==> src/rtl/uart_rx.sv <==
// ----------------------------------------------------------------------------
// uart_rx
// 8N1 UART receiver with a small receive FIFO and a register read/write port.
//
// Parameters
//   DIVIDER : clocks per bit minus one (bit period = DIVIDER+1 clocks),
//             even and >= 4.
//   DEPTH   : receive FIFO entries, power of two, >= 2.
//
// Ports
//   clk      in   single clock, all state changes on its rising edge
//   rst_n    in   asynchronous active-low reset
//   addr     in   register select: 0 = RX data (pop), 1 = status, 2/3 = zero
//   rd_en    in   one-cycle read strobe
//   rd_data  out  registered read data, holds between reads
//   rd_valid out  one-cycle pulse, the cycle after rd_en
//   wr_en    in   one-cycle write strobe
//   wr_data  in   write data (addr 1: bit1 clears OVR, bit2 clears FERR)
//   rx       in   asynchronous serial line, idle high, LSB first
//
// Status byte: {4'b0, full, FERR, OVR, avail}
// ----------------------------------------------------------------------------
module uart_rx #(
    parameter int DIVIDER = 8,
    parameter int DEPTH   = 4
) (
    input  logic       clk,
    input  logic       rst_n,
    input  logic [1:0] addr,
    input  logic       rd_en,
    output logic [7:0] rd_data,
    output logic       rd_valid,
    input  logic       wr_en,
    input  logic [7:0] wr_data,
    input  logic       rx
);

    localparam int TW = $clog2(DIVIDER + 1);
    localparam int AW = $clog2(DEPTH);
    localparam int CW = AW + 1;
    localparam logic [CW-1:0] FULL_COUNT = CW'(DEPTH);

    typedef enum logic [2:0] {
        S_IDLE,
        S_START,
        S_DATA,
        S_STOP,
        S_BREAK
    } state_t;

    // Receiver state
    state_t          r_state;
    logic [TW-1:0]   r_timer;
    logic [2:0]      r_bit_cnt;
    logic [7:0]      r_shift;
    logic            r_sync1;
    logic            r_sync2;

    // FIFO and flags
    logic [7:0]      r_mem [DEPTH];
    logic [AW-1:0]   r_wptr;
    logic [AW-1:0]   r_rptr;
    logic [CW-1:0]   r_count;
    logic            r_ovr;
    logic            r_ferr;

    logic            w_rxs;
    logic            w_tick;
    logic            w_push;
    logic            w_ferr_set;
    logic            w_empty;
    logic            w_full;
    logic            w_pop;
    logic            w_push_ok;
    logic            w_ovr_set;
    logic            w_flag_wr;
    logic [7:0]      w_status;
    logic            w_unused_wr;

    assign w_rxs      = r_sync2;
    assign w_tick     = (r_timer == '0);
    // Stop bit is sampled on the same edge that pushes or flags the frame.
    assign w_push     = (r_state == S_STOP) && w_tick && w_rxs;
    assign w_ferr_set = (r_state == S_STOP) && w_tick && !w_rxs;
    assign w_empty    = (r_count == '0);
    assign w_full     = (r_count == FULL_COUNT);
    assign w_pop      = rd_en && (addr == 2'd0) && !w_empty;
    // A pop in the same cycle frees a slot, so a push into a full FIFO
    // still succeeds.
    assign w_push_ok  = w_push && (!w_full || w_pop);
    assign w_ovr_set  = w_push && w_full && !w_pop;
    assign w_flag_wr  = wr_en && (addr == 2'd1);
    assign w_status   = {4'b0000, w_full, r_ferr, r_ovr, !w_empty};
    assign w_unused_wr = ^{wr_data[7:3], wr_data[0]};

    // Two-flop synchronizer; resets to the idle-line level.
    always_ff @(posedge clk or negedge rst_n) begin
        if (!rst_n) begin
            r_sync1 <= 1'b1;
            r_sync2 <= 1'b1;
        end else begin
            r_sync1 <= rx;
            r_sync2 <= r_sync1;
        end
    end

    // Receive FSM
    always_ff @(posedge clk or negedge rst_n) begin
        if (!rst_n) begin
            r_state   <= S_IDLE;
            r_timer   <= '0;
            r_bit_cnt <= '0;
            r_shift   <= '0;
        end else begin
            case (r_state)
                S_IDLE: begin
                    if (!w_rxs) begin
                        r_state <= S_START;
                        // Half a bit period lands the samples mid-bit.
                        r_timer <= TW'(DIVIDER / 2);
                    end
                end
                S_START: begin
                    if (w_tick) begin
                        if (!w_rxs) begin
                            r_state   <= S_DATA;
                            r_timer   <= TW'(DIVIDER);
                            r_bit_cnt <= '0;
                        end else begin
                            r_state <= S_IDLE;
                        end
                    end else begin
                        r_timer <= r_timer - 1'b1;
                    end
                end
                S_DATA: begin
                    if (w_tick) begin
                        r_shift[r_bit_cnt] <= w_rxs;
                        r_timer            <= TW'(DIVIDER);
                        if (r_bit_cnt == 3'd7) begin
                            r_state <= S_STOP;
                        end else begin
                            r_bit_cnt <= r_bit_cnt + 3'd1;
                        end
                    end else begin
                        r_timer <= r_timer - 1'b1;
                    end
                end
                S_STOP: begin
                    if (w_tick) begin
                        r_state <= w_rxs ? S_IDLE : S_BREAK;
                    end else begin
                        r_timer <= r_timer - 1'b1;
                    end
                end
                S_BREAK: begin
                    if (w_rxs) begin
                        r_state <= S_IDLE;
                    end
                end
                default: begin
                    r_state <= S_IDLE;
                end
            endcase
        end
    end

    // FIFO storage (no reset needed; occupancy is tracked by r_count)
    always_ff @(posedge clk) begin
        if (w_push_ok) begin
            r_mem[r_wptr] <= r_shift;
        end
    end

    // FIFO pointers, count and sticky flags
    always_ff @(posedge clk or negedge rst_n) begin
        if (!rst_n) begin
            r_wptr  <= '0;
            r_rptr  <= '0;
            r_count <= '0;
            r_ovr   <= 1'b0;
            r_ferr  <= 1'b0;
        end else begin
            if (w_push_ok) begin
                r_wptr <= r_wptr + 1'b1;
            end
            if (w_pop) begin
                r_rptr <= r_rptr + 1'b1;
            end
            case ({w_push_ok, w_pop})
                2'b10:   r_count <= r_count + 1'b1;
                2'b01:   r_count <= r_count - 1'b1;
                default: r_count <= r_count;
            endcase
            // Setting a flag wins over a same-cycle clear.
            if (w_ovr_set) begin
                r_ovr <= 1'b1;
            end else if (w_flag_wr && wr_data[1]) begin
                r_ovr <= 1'b0;
            end
            if (w_ferr_set) begin
                r_ferr <= 1'b1;
            end else if (w_flag_wr && wr_data[2]) begin
                r_ferr <= 1'b0;
            end
        end
    end

    // Registered read port
    always_ff @(posedge clk or negedge rst_n) begin
        if (!rst_n) begin
            rd_data  <= 8'h00;
            rd_valid <= 1'b0;
        end else begin
            rd_valid <= rd_en;
            if (rd_en) begin
                case (addr)
                    2'd0:    rd_data <= w_empty ? 8'h00 : r_mem[r_rptr];
                    2'd1:    rd_data <= w_status;
                    default: rd_data <= 8'h00;
                endcase
            end
        end
    end

endmodule

==> config.mk <==
export PLATFORM = sky130hd
export DESIGN_NAME = uart_rx
export DESIGN_NICKNAME = d
export VERILOG_FILES = /design/src/rtl/uart_rx.sv
export SDC_FILE = /design/constraint.sdc
export NUM_CORES = 1
export LEC_CHECK = 0
export CAP_MARGIN = 20
export CORE_MARGIN = 2
export CORE_UTILIZATION = 40
export CTS_CLUSTER_DIAMETER = 40
export DETAILED_ROUTE_END_ITERATION = 8
export GPL_ROUTABILITY_DRIVEN = 0
export PLACE_DENSITY = 0.67
export SLEW_MARGIN = 25
export SYNTH_ARGS = -nofsm -noshare
export SYNTH_HDL_FRONTEND = slang
export SYNTH_SLANG_ARGS = --single-unit
==> constraint.sdc <==
create_clock -name clk -period 5.65 [get_ports clk]
set_input_delay 0.8475 -clock clk [delete_from_list [all_inputs] [get_ports clk]]
set_output_delay 0.8475 -clock clk [all_outputs]
set_load 0.02 [all_outputs]
==> results.md, run 1 <==
* Status: completed
* Remaining antenna violation count at 0
* Total track usage at 13.8%
* Initial antenna violation count at 0
* Leak pwr at 0.00139 uW
* Register area share after synthesis at 61.8%
* N_diodes at 0
* Max Fclk at 0.323 GHz
* Mapped cell area at 3100 um^2
* Number of I/O pins at 24
* Area of the core at 7610 um^2
* Simple-gate share of the synthesized area at 10.9%
* Vias at 1806
* Worst Tran Pin Value at 883 ps
* Clock sinks at 70
* DRT Pass-1 Iters at 4
* Share of post-route cells with drive strength above 1 at 17.3%
* Die area at 8460 um^2
* Distinct cells, synth at 50
* Congestion Overflow GR at 0
* Hold buffer count at CTS at 0
* Port buffer count at 17
* First-pass GRT wire length at 8840 um
* Post-CTS setup buffer count at 0
* Slew headroom at 41.1%
* Die X at 92.0 um
* Most frequent cells in the layout: 36 x dfrtp_1, 32 x edfxtp_1, 16 x clkdlybuf4s50_1, 14 x inv_1, 14 x nand2_1
* Synth area leaders: edfxtp_1 31%, dfrtp_1 29%, mux4_2 5.1%
* H-tree depth at 3
* # resized after CTS at 0
* Main combinational cell family by area after synthesis: simple AND/OR/NAND/NOR gates
* Warnings, synthesis at 0
* Min Tclk post-route at 3100 ps
* Final worst slack at 2550 ps
* Ys flop type: dfrtp_1
* Clk_lat worst skew at 340 ps
* EDFF count, synth at 32
* Die Y at 92.0 um
* CTS tree: yes
* Critical path destination: r_count[2]
* Hold Fails Final Rpt at 0
* Nets at 269
* Hpwl dp at 3460 um
* Vias in the first global route at 1832
* Layout Area Growth over Synthesis at 15.2%
* TritonCTS Buffers at 9
* Clock-pin slew on the worst setup and hold paths at 80 ps
* Post-Route WL at 5230 um
* 1st-iter DRT viols at 113
* Post-synth ARST share at 54.3%
* Post-Syn Nets at 251
* Mux cell area share after synthesis at 10.8%
* Worst reg-to-reg path cell count at 12
* Clock Path Buffers at 2
* Setup TNS at 0 ps
* Power density over the cells at 424 nW/um^2
* Largest net degree at the start of global routing at 39
* Critical R2R Launch: r_timer[0]
* Cell taking the most area after synthesis: edfxtp_1
* WL/cell at 14.9 um
* Worst vdd ir at 236 uV
* Cells after synthesis at 226
* Vias per cell at 5.15
* Synth Area in XOR/XNOR at 1.70%
* RSZ-0062 raised after global routing: false
* Hold Crit Class: flop to flop
* Critical Path AT at 3370 ps
* Final period util at 54.9%
* Effective utilization at floorplan at 40.7%
* Syn Area/Cell at 13.7 um^2
* Seq cells post-synth at 70
* Critical path type: input pin to flop
* Crit start category: input pin
* Reg2Reg Setup Slack at 2640 ps
* Crit-path max FO at 10
* Worst Setup SP: rd_en
* Max-slew violation count at 0
* Post-synthesis adder-cell area fraction at 4.28%
* # setup viols final at 0
* Most common cell after layout, fill and taps aside: dfrtp_1
* Maxcap violations at 0
* Crit end category: flop
* # rows at 32
* DRC at 0
* Post-synth top area share at 31.0%
* CTS Root Buffer Type: clkbuf_8
* Setup WS pre-CTS at 2180 ps
* Synth Area in Compound Gates at 7.35%
* Critical Path RT at 5920 ps
* Clock skew at 9.96 ps
* Capturing point of the worst reg2reg path: r_count[2]
power by group:
group | total [uW] | internal (uW) | switching (uW)
registers | 724 | 610 | 114
logic | 347 | 192 | 155
clock network | 443 | 250 | 194
worst min-delay path by stage:
stage | to | startpoint | cells after the start | slack (ps)
final | r_sync2 | r_sync1 | 0 | 360
after global routing | r_sync2 | r_sync1 | 0 | 360
after CTS | r_sync2 | r_sync1 | 0 | 360
after detailed placement | r_sync2 | r_sync1 | 0 | 350
after global placement | r_sync2 | r_sync1 | 0 | 350
after floorplan | r_sync2 | r_sync1 | 0 | 350
registers in the layout (all words and copies together) (netlist names):
name       flops
r_mem         32
r_shift        8
rd_data        8
r_timer        4
r_bit_cnt      3
r_count        3
r_state        3
r_rptr         2
r_wptr         2
r_ferr         1
r_ovr          1
r_sync1        1
r_sync2        1
rd_valid       1
critical path, cell delays in order:
cell and delay (ps):
clkdlybuf4s50_1 580, or3b_1 410, nor2_2 420, ha_1 280, inv_1 60, fa_1 370, xor2_1 150, nor2_1 100
xor2_1 150
cell usage after synthesis (all sizes together), types with 5 or more instances:
library cell,count
a21oi,7
nand2,14
edfxtp,32
nand3,8
buf,5
nor3,5
inv,14
o21ai,6
clkbuf,5
ha,9
dfrtp,36
nor2,12
mux2,13
mux4,7
a22o,5
cells by family (layout without fill, tap and decap cells):
family                   Yosys count  count (layout)
AO/OA/AOI/OAI                     32              32
XOR/XNOR                           6               6
adder cells (fa/ha/maj)           10              10
buffers and inverters             24              47
flip-flops                        70              70
multiplexers                      22              22
AND/OR/NAND/NOR                   62              62
through the flow:
| stage | area (um^2) | instances | util [%] | hold WS (ps) | total power, uW |
|---|---|---|---|---|---|
| 6_report | 3570 | 351 | 46.9 | 358 | 1510 |
| 3_3_place_gp | 3350 | 335 | 44.0 | 346 | 1070 |
| 5_1_grt | 3570 | 351 | 46.9 | 362 | 1610 |
| 3_5_place_dp | 3350 | 335 | 44.0 | 347 | 1090 |
| 2_1_floorplan | 3100 | 226 | - | 345 | 990 |
| 4_1_cts | 3570 | 351 | 46.9 | 358 | 1530 |
final cells by class:
type                    instances  area (um^2)
flip-flops and latches         70         1910
repair buffers                 17          165
clock buffers                   9          124
inverters                      14         52.6
well taps                     102          128
fillers                       683         4040
clock inverters                 7         97.6
multi-input cells             132         1090
layer usage:
| layer | track usage [%] | up-vias | wire, um |
|---|---|---|---|
| li1 | - | 858 | - |
| met3 | 4.19 | 6 | 221 |
| met5 | 0 | - | 0 |
| met2 | 22.7 | 35 | 2640 |
| met1 | 16.7 | 907 | 2310 |
| met4 | 6.22 | 0 | 58 |
Note: power is estimated with default switching activity, not from simulation.
==> run 2, diff against run 1 <==
==> constraint.sdc (replaced) <==
create_clock -name clk -period 3.1 [get_ports clk]
set_input_delay 0.465 -clock clk [delete_from_list [all_inputs] [get_ports clk]]
set_output_delay 0.465 -clock clk [all_outputs]
set_load 0.02 [all_outputs]
==> results.md, run 2 (synthesized netlist as in run 1, its figures left out) <==
* Status: completed
* Area of the core at 7610 um^2
* DRT Pass-1 Iters at 6
* WL/cell at 15.0 um
* Clock power share at 29.2%
* DRC at 0
* Biggest register: r_mem
* # rows at 32
* Sw Share at 30.8%
* H-tree depth at 3
* Die Y at 92.0 um
* Die area at 8460 um^2
* Number of I/O pins at 24
* Max-slew violation count at 0
* Power density over the cells at 774 nW/um^2
* Clock Path Buffers at 2
* # setup viols final at 0
* Crit start category: flop
* Layout Area Growth over Synthesis at 15.9%
* RSZ-0062 raised after global routing: false
* Die X at 92.0 um
* Post-CTS setup buffer count at 0
* Worst vdd ir at 518 uV
* Setup WS pre-CTS at 381 ps
* Vias at 1801
* Hpwl dp at 3580 um
* Clock-pin slew on the worst setup and hold paths at 80 ps
* Capturing point of the worst reg2reg path: r_count[2]
* Hold_ws at 228 ps
* Vias in the first global route at 1837
* Crit-path max FO at 5
* Worst Tran Pin Value at 866 ps
* Combinational fraction of design power at 23.2%
* Remaining antenna violation count at 0
* Total track usage at 14.3%
* Max Fclk at 0.396 GHz
* Top cell by count, worst path: inv_1
* Post-Route WL at 5320 um
* Initial antenna violation count at 0
* Placed cell count at 338
* Largest net degree at the start of global routing at 39
* Slew headroom at 42.3%
* Leak pwr at 0.00141 uW
* Congestion Overflow GR at 0
* CTS tree: yes
* Total Power at 2780 uW
* Seq pwr share at 47.6%
* CP max stage cell: dfrtp_1
* Final worst slack at 577 ps
* Hold buffer count at CTS at 0
* Most frequent cells in the layout: 36 x dfrtp_1, 32 x edfxtp_1, 16 x clkdlybuf4s50_1, 14 x inv_1, 14 x nand2_1
* Hold Crit Class: input pin to async pin
* Final period util at 81.4%
* Sw power at 856 uW
* Min Tclk post-route at 2520 ps
* First-pass GRT wire length at 9090 um
* Clk_lat worst skew at 350 ps
* Nets at 272
* Port buffer count at 17
* Setup TNS at 0 ps
* Critical Path RT at 3380 ps
* Post-Layout Cell Count at 354
* Worst reg-to-reg path cell count at 12
* Int Pwr at 1920 uW
* Largest registers: r_mem: 32 flops, r_shift: 8 flops, rd_data: 8 flops
* Share of post-route cells with drive strength above 1 at 17.9%
* Vias per cell at 5.09
* Reg2Reg Setup Slack at 580 ps
* Crit end category: flop
* CP peak stage delay at 420 ps
* Largest register FFs at 32
* Critical path type: flop to flop
* Critical R2R Launch: r_timer[0]
* Clock skew at 9.78 ps
* Clock sinks at 70
* Hold Fails Final Rpt at 0
* 1st-iter DRT viols at 59
* Critical path, cell by cell: inv_1 > ha_1 > nor3b_2 > and4b_1 > and3_1 > inv_1 > ha_1 > inv_1 > fa_1 > xor2_1 > nor2_1 > xor2_1
* Maxcap violations at 0
* N_diodes at 0
* Effective utilization at floorplan at 40.7%
* # resized after CTS at 0
* TritonCTS Buffers at 9
* Critical Path AT at 2800 ps
* Most common cell after layout, fill and taps aside: dfrtp_1
* CTS Root Buffer Type: clkbuf_8
-- run 2: per-stage QoR --
step | area [um^2] | utilization, %
detailed placement | 3370 | 44.3
finish | 3590 | 47.2
global placement | 3370 | 44.3
floorplan | 3100 | -
CTS | 3590 | 47.2
global route | 3590 | 47.2
-- run 2: per-layer routing --
layer  track usage (%)  wire, um  vias to the layer above
li1                  -         -                      872
met1              17.6      2460                      894
met2              23.5      2590                       26
met3              5.01       184                        9
met4              4.85        79                        0
met5                 0         0                        -
-- run 2: cell type report --
cell class	instances	area, um^2
Clock inverter	7	96.3
Tap cell	102	128
Fill cell	689	4020
Timing Repair Buffer	20	188
Inverter	14	52.6
Multi-Input combinational cell	132	1090
Clock buffer	9	124
Sequential cell	70	1910
-- run 2: power groups by stage --
| stage | registers, uW | clock network, uW | logic, uW |
|---|---|---|---|
| detailed placement | 1340 | 0 | 653 |
| floorplan | 1250 | 0 | 553 |
| global placement | 1340 | 0 | 631 |
| global route | 1350 | 875 | 733 |
| CTS | 1320 | 830 | 655 |
| finish | 1320 | 811 | 646 |
-- run 2: how the worst max path moves through the flow --
stage                       endpoint  depth (start not counted)  startpoint  slack [ps]
final                     r_count[2]                         12  r_timer[0]         580
after floorplan           r_count[2]                         13  r_timer[0]         690
after detailed placement  r_count[2]                         11       rd_en         380
after CTS                 r_count[2]                         12  r_timer[0]         580
after global routing      r_count[2]                         12  r_timer[0]         370
after global placement    r_count[2]                         11       rd_en         380
-- run 2: worst max-delay path, delay by kind of cell, from the launching register on --
family,cells,cell delay [ps]
flip-flops,1,420
XOR/XNOR,2,300
buffers and inverters,3,230
AND/OR/NAND/NOR,4,720
adder cells (fa/ha/maj),3,790
==> run 3, diff against run 2 <==
--- a/config.mk
+++ b/config.mk
@@ -11,7 +11,7 @@
 export CTS_CLUSTER_DIAMETER = 40
 export DETAILED_ROUTE_END_ITERATION = 8
 export GPL_ROUTABILITY_DRIVEN = 0
-export PLACE_DENSITY = 0.67
+export PLACE_DENSITY = 0.69
 export SLEW_MARGIN = 25
 export SYNTH_ARGS = -nofsm -noshare
 export SYNTH_HDL_FRONTEND = slang
==> constraint.sdc (replaced) <==
create_clock -name clk -period 2.2 [get_ports clk]
set_input_delay 0.33 -clock clk [delete_from_list [all_inputs] [get_ports clk]]
set_output_delay 0.33 -clock clk [all_outputs]
set_load 0.02 [all_outputs]
==> results.md, run 3 (synthesized netlist as in run 1, its figures left out) <==
* Initial antenna violation count at 0
* Setup TNS at 0 ps
* Top cell by count, worst path: inv_2
* Clock sinks at 70
* Worst vdd ir at 517 uV
* Worst Tran Pin Value at 859 ps
* Critical path type: flop to flop
* Hpwl dp at 3750 um
* Largest net degree at the start of global routing at 39
* Clock-pin slew on the worst setup and hold paths at 90 ps
* CP max stage cell: dfrtp_1
* H-tree depth at 3
* Reg2Reg Setup Slack at 2 ps
* TritonCTS Buffers at 9
* Largest registers: r_mem: 32 flops, r_shift: 8 flops, rd_data: 8 flops
* Power density over the cells at 1030 nW/um^2
* Total Power at 3930 uW
* # rows at 32
* Layout Area Growth over Synthesis at 22.7%
* Setup WS pre-CTS at -249 ps
* Number of I/O pins at 24
* Crit-path max FO at 2
* N_diodes at 0
* Remaining antenna violation count at 0
* DRT Pass-1 Iters at 4
* CTS tree: yes
* Vias per cell at 5.00
* RSZ-0062 raised after global routing: true
* Clk_lat worst skew at 350 ps
* Hold Crit Class: input pin to async pin
* First-pass GRT wire length at 9140 um
* Total track usage at 14.2%
* WL/cell at 14.4 um
* Vias at 1874
* Core Util, Final at 50.0%
* Share of post-route cells with drive strength above 1 at 27.5%
* Port buffer count at 17
* Critical Path RT at 2440 ps
* Post-Route WL at 5390 um
* Critical path, cell by cell: inv_2 > ha_4 > nor3b_4 > and4b_1 > and3_4 > inv_2 > ha_4 > inv_2 > fa_2 > xor2_1 > nor2_1 > xor2_1
* Max-slew violation count at 0
* Clock Path Buffers at 2
* Min Tclk post-route at 2200 ps
* Final worst slack at 2.34 ps
* Status: completed
* Maxcap violations at 0
* Area of the core at 7610 um^2
* Crit end category: flop
* Hold Fails Final Rpt at 0
* Largest register FFs at 32
* Clock skew at 15.6 ps
* Final period util at 99.9%
* Placed cell areas at 3570 um^2
* # setup viols final at 0
* Effective utilization at floorplan at 40.7%
* Die Y at 92.0 um
* Max Fclk at 0.455 GHz
* Critical Path AT at 2430 ps
* 1st-iter DRT viols at 92
* Most common cell after layout, fill and taps aside: dfrtp_1
* Hold buffer count at CTS at 0
* Vias in the first global route at 1912
* Die X at 92.0 um
* Slew headroom at 42.7%
* Nets at 293
* CP peak stage delay at 380 ps
* Crit start category: flop
* DRC at 0
* Congestion Overflow GR at 0
* Biggest register: r_mem
* Leak pwr at 0.00151 uW
* Finished layout cell area at 3800 um^2
* Most frequent cells in the layout: 36 x dfrtp_1, 32 x edfxtp_1, 20 x buf_4, 16 x clkdlybuf4s50_1, 14 x nand2_1
* Die area at 8460 um^2
* CTS Root Buffer Type: clkbuf_8
run 3: cell count changes in the layout (fill, tap and decap cells not counted), sizes merged:
| cell | delta |
|---|---|
| inv | +4 |
| clkinv | -1 |
| buf | +21 |
| clkinvlp | -1 |
| bufinv | -2 |
run 3: through the flow:
stage	hold WS, ps	cells
2_1_floorplan	34.4	226
3_3_place_gp	353	354
3_5_place_dp	352	354
4_1_cts	111	370
5_1_grt	136	375
6_report	82.1	375
run 3: worst paths after layout:
check | startpoint | to | depth (start not counted)
min reg2reg | r_sync1 | r_sync2 | 0
max reg2reg | r_timer[1] | r_count[2] | 12
min | rst_n | rd_data[5] | 1
max in group asynchronous | rst_n | r_bit_cnt[2] | 1
max | r_timer[1] | r_count[2] | 12
min in group clk | r_sync1 | r_sync2 | 0
run 3: where the power goes:
part / switching (uW) / internal [uW] / total [uW]
clock: 533 / 433 / 966
combinational: 512 / 633 / 1140
sequential: 254 / 1570 / 1820
run 3: area by class of cell:
| cell class | instances | area, um^2 |
|---|---|---|
| flip-flops and latches | 70 | 1910 |
| clock inverters | 7 | 60.1 |
| well taps | 102 | 128 |
| inverters | 14 | 52.6 |
| fillers | 663 | 3810 |
| multi-input cells | 132 | 1130 |
| clock buffers | 9 | 124 |
| repair buffers | 41 | 395 |
run 3: critical path, delay by kind of cell, from the launching register on:
family / cells / cell delay (ps)
xor+xnor: 2 / 340
fa+ha+maj: 3 / 600
buf+inv: 3 / 150
flops: 1 / 380
simple gates: 4 / 620
run 3: repair_timing:
item,CTS,global route
endpoints found under the hold margin,0,0
setup buffers,0,5
gates cloned,0,0
setup endpoints to repair,1,2
pin swaps,2,6
gates resized for setup,1,0
run 3: layer usage:
metal | part of all wire (%) | wire, um | global-route usage, %
met5 | 0 | 0 | 0
met2 | 50 | 2690 | 24.1
met3 | 4.3 | 230 | 4.85
met1 | 45 | 2450 | 17.0
met4 | 0.50 | 27 | 4.60
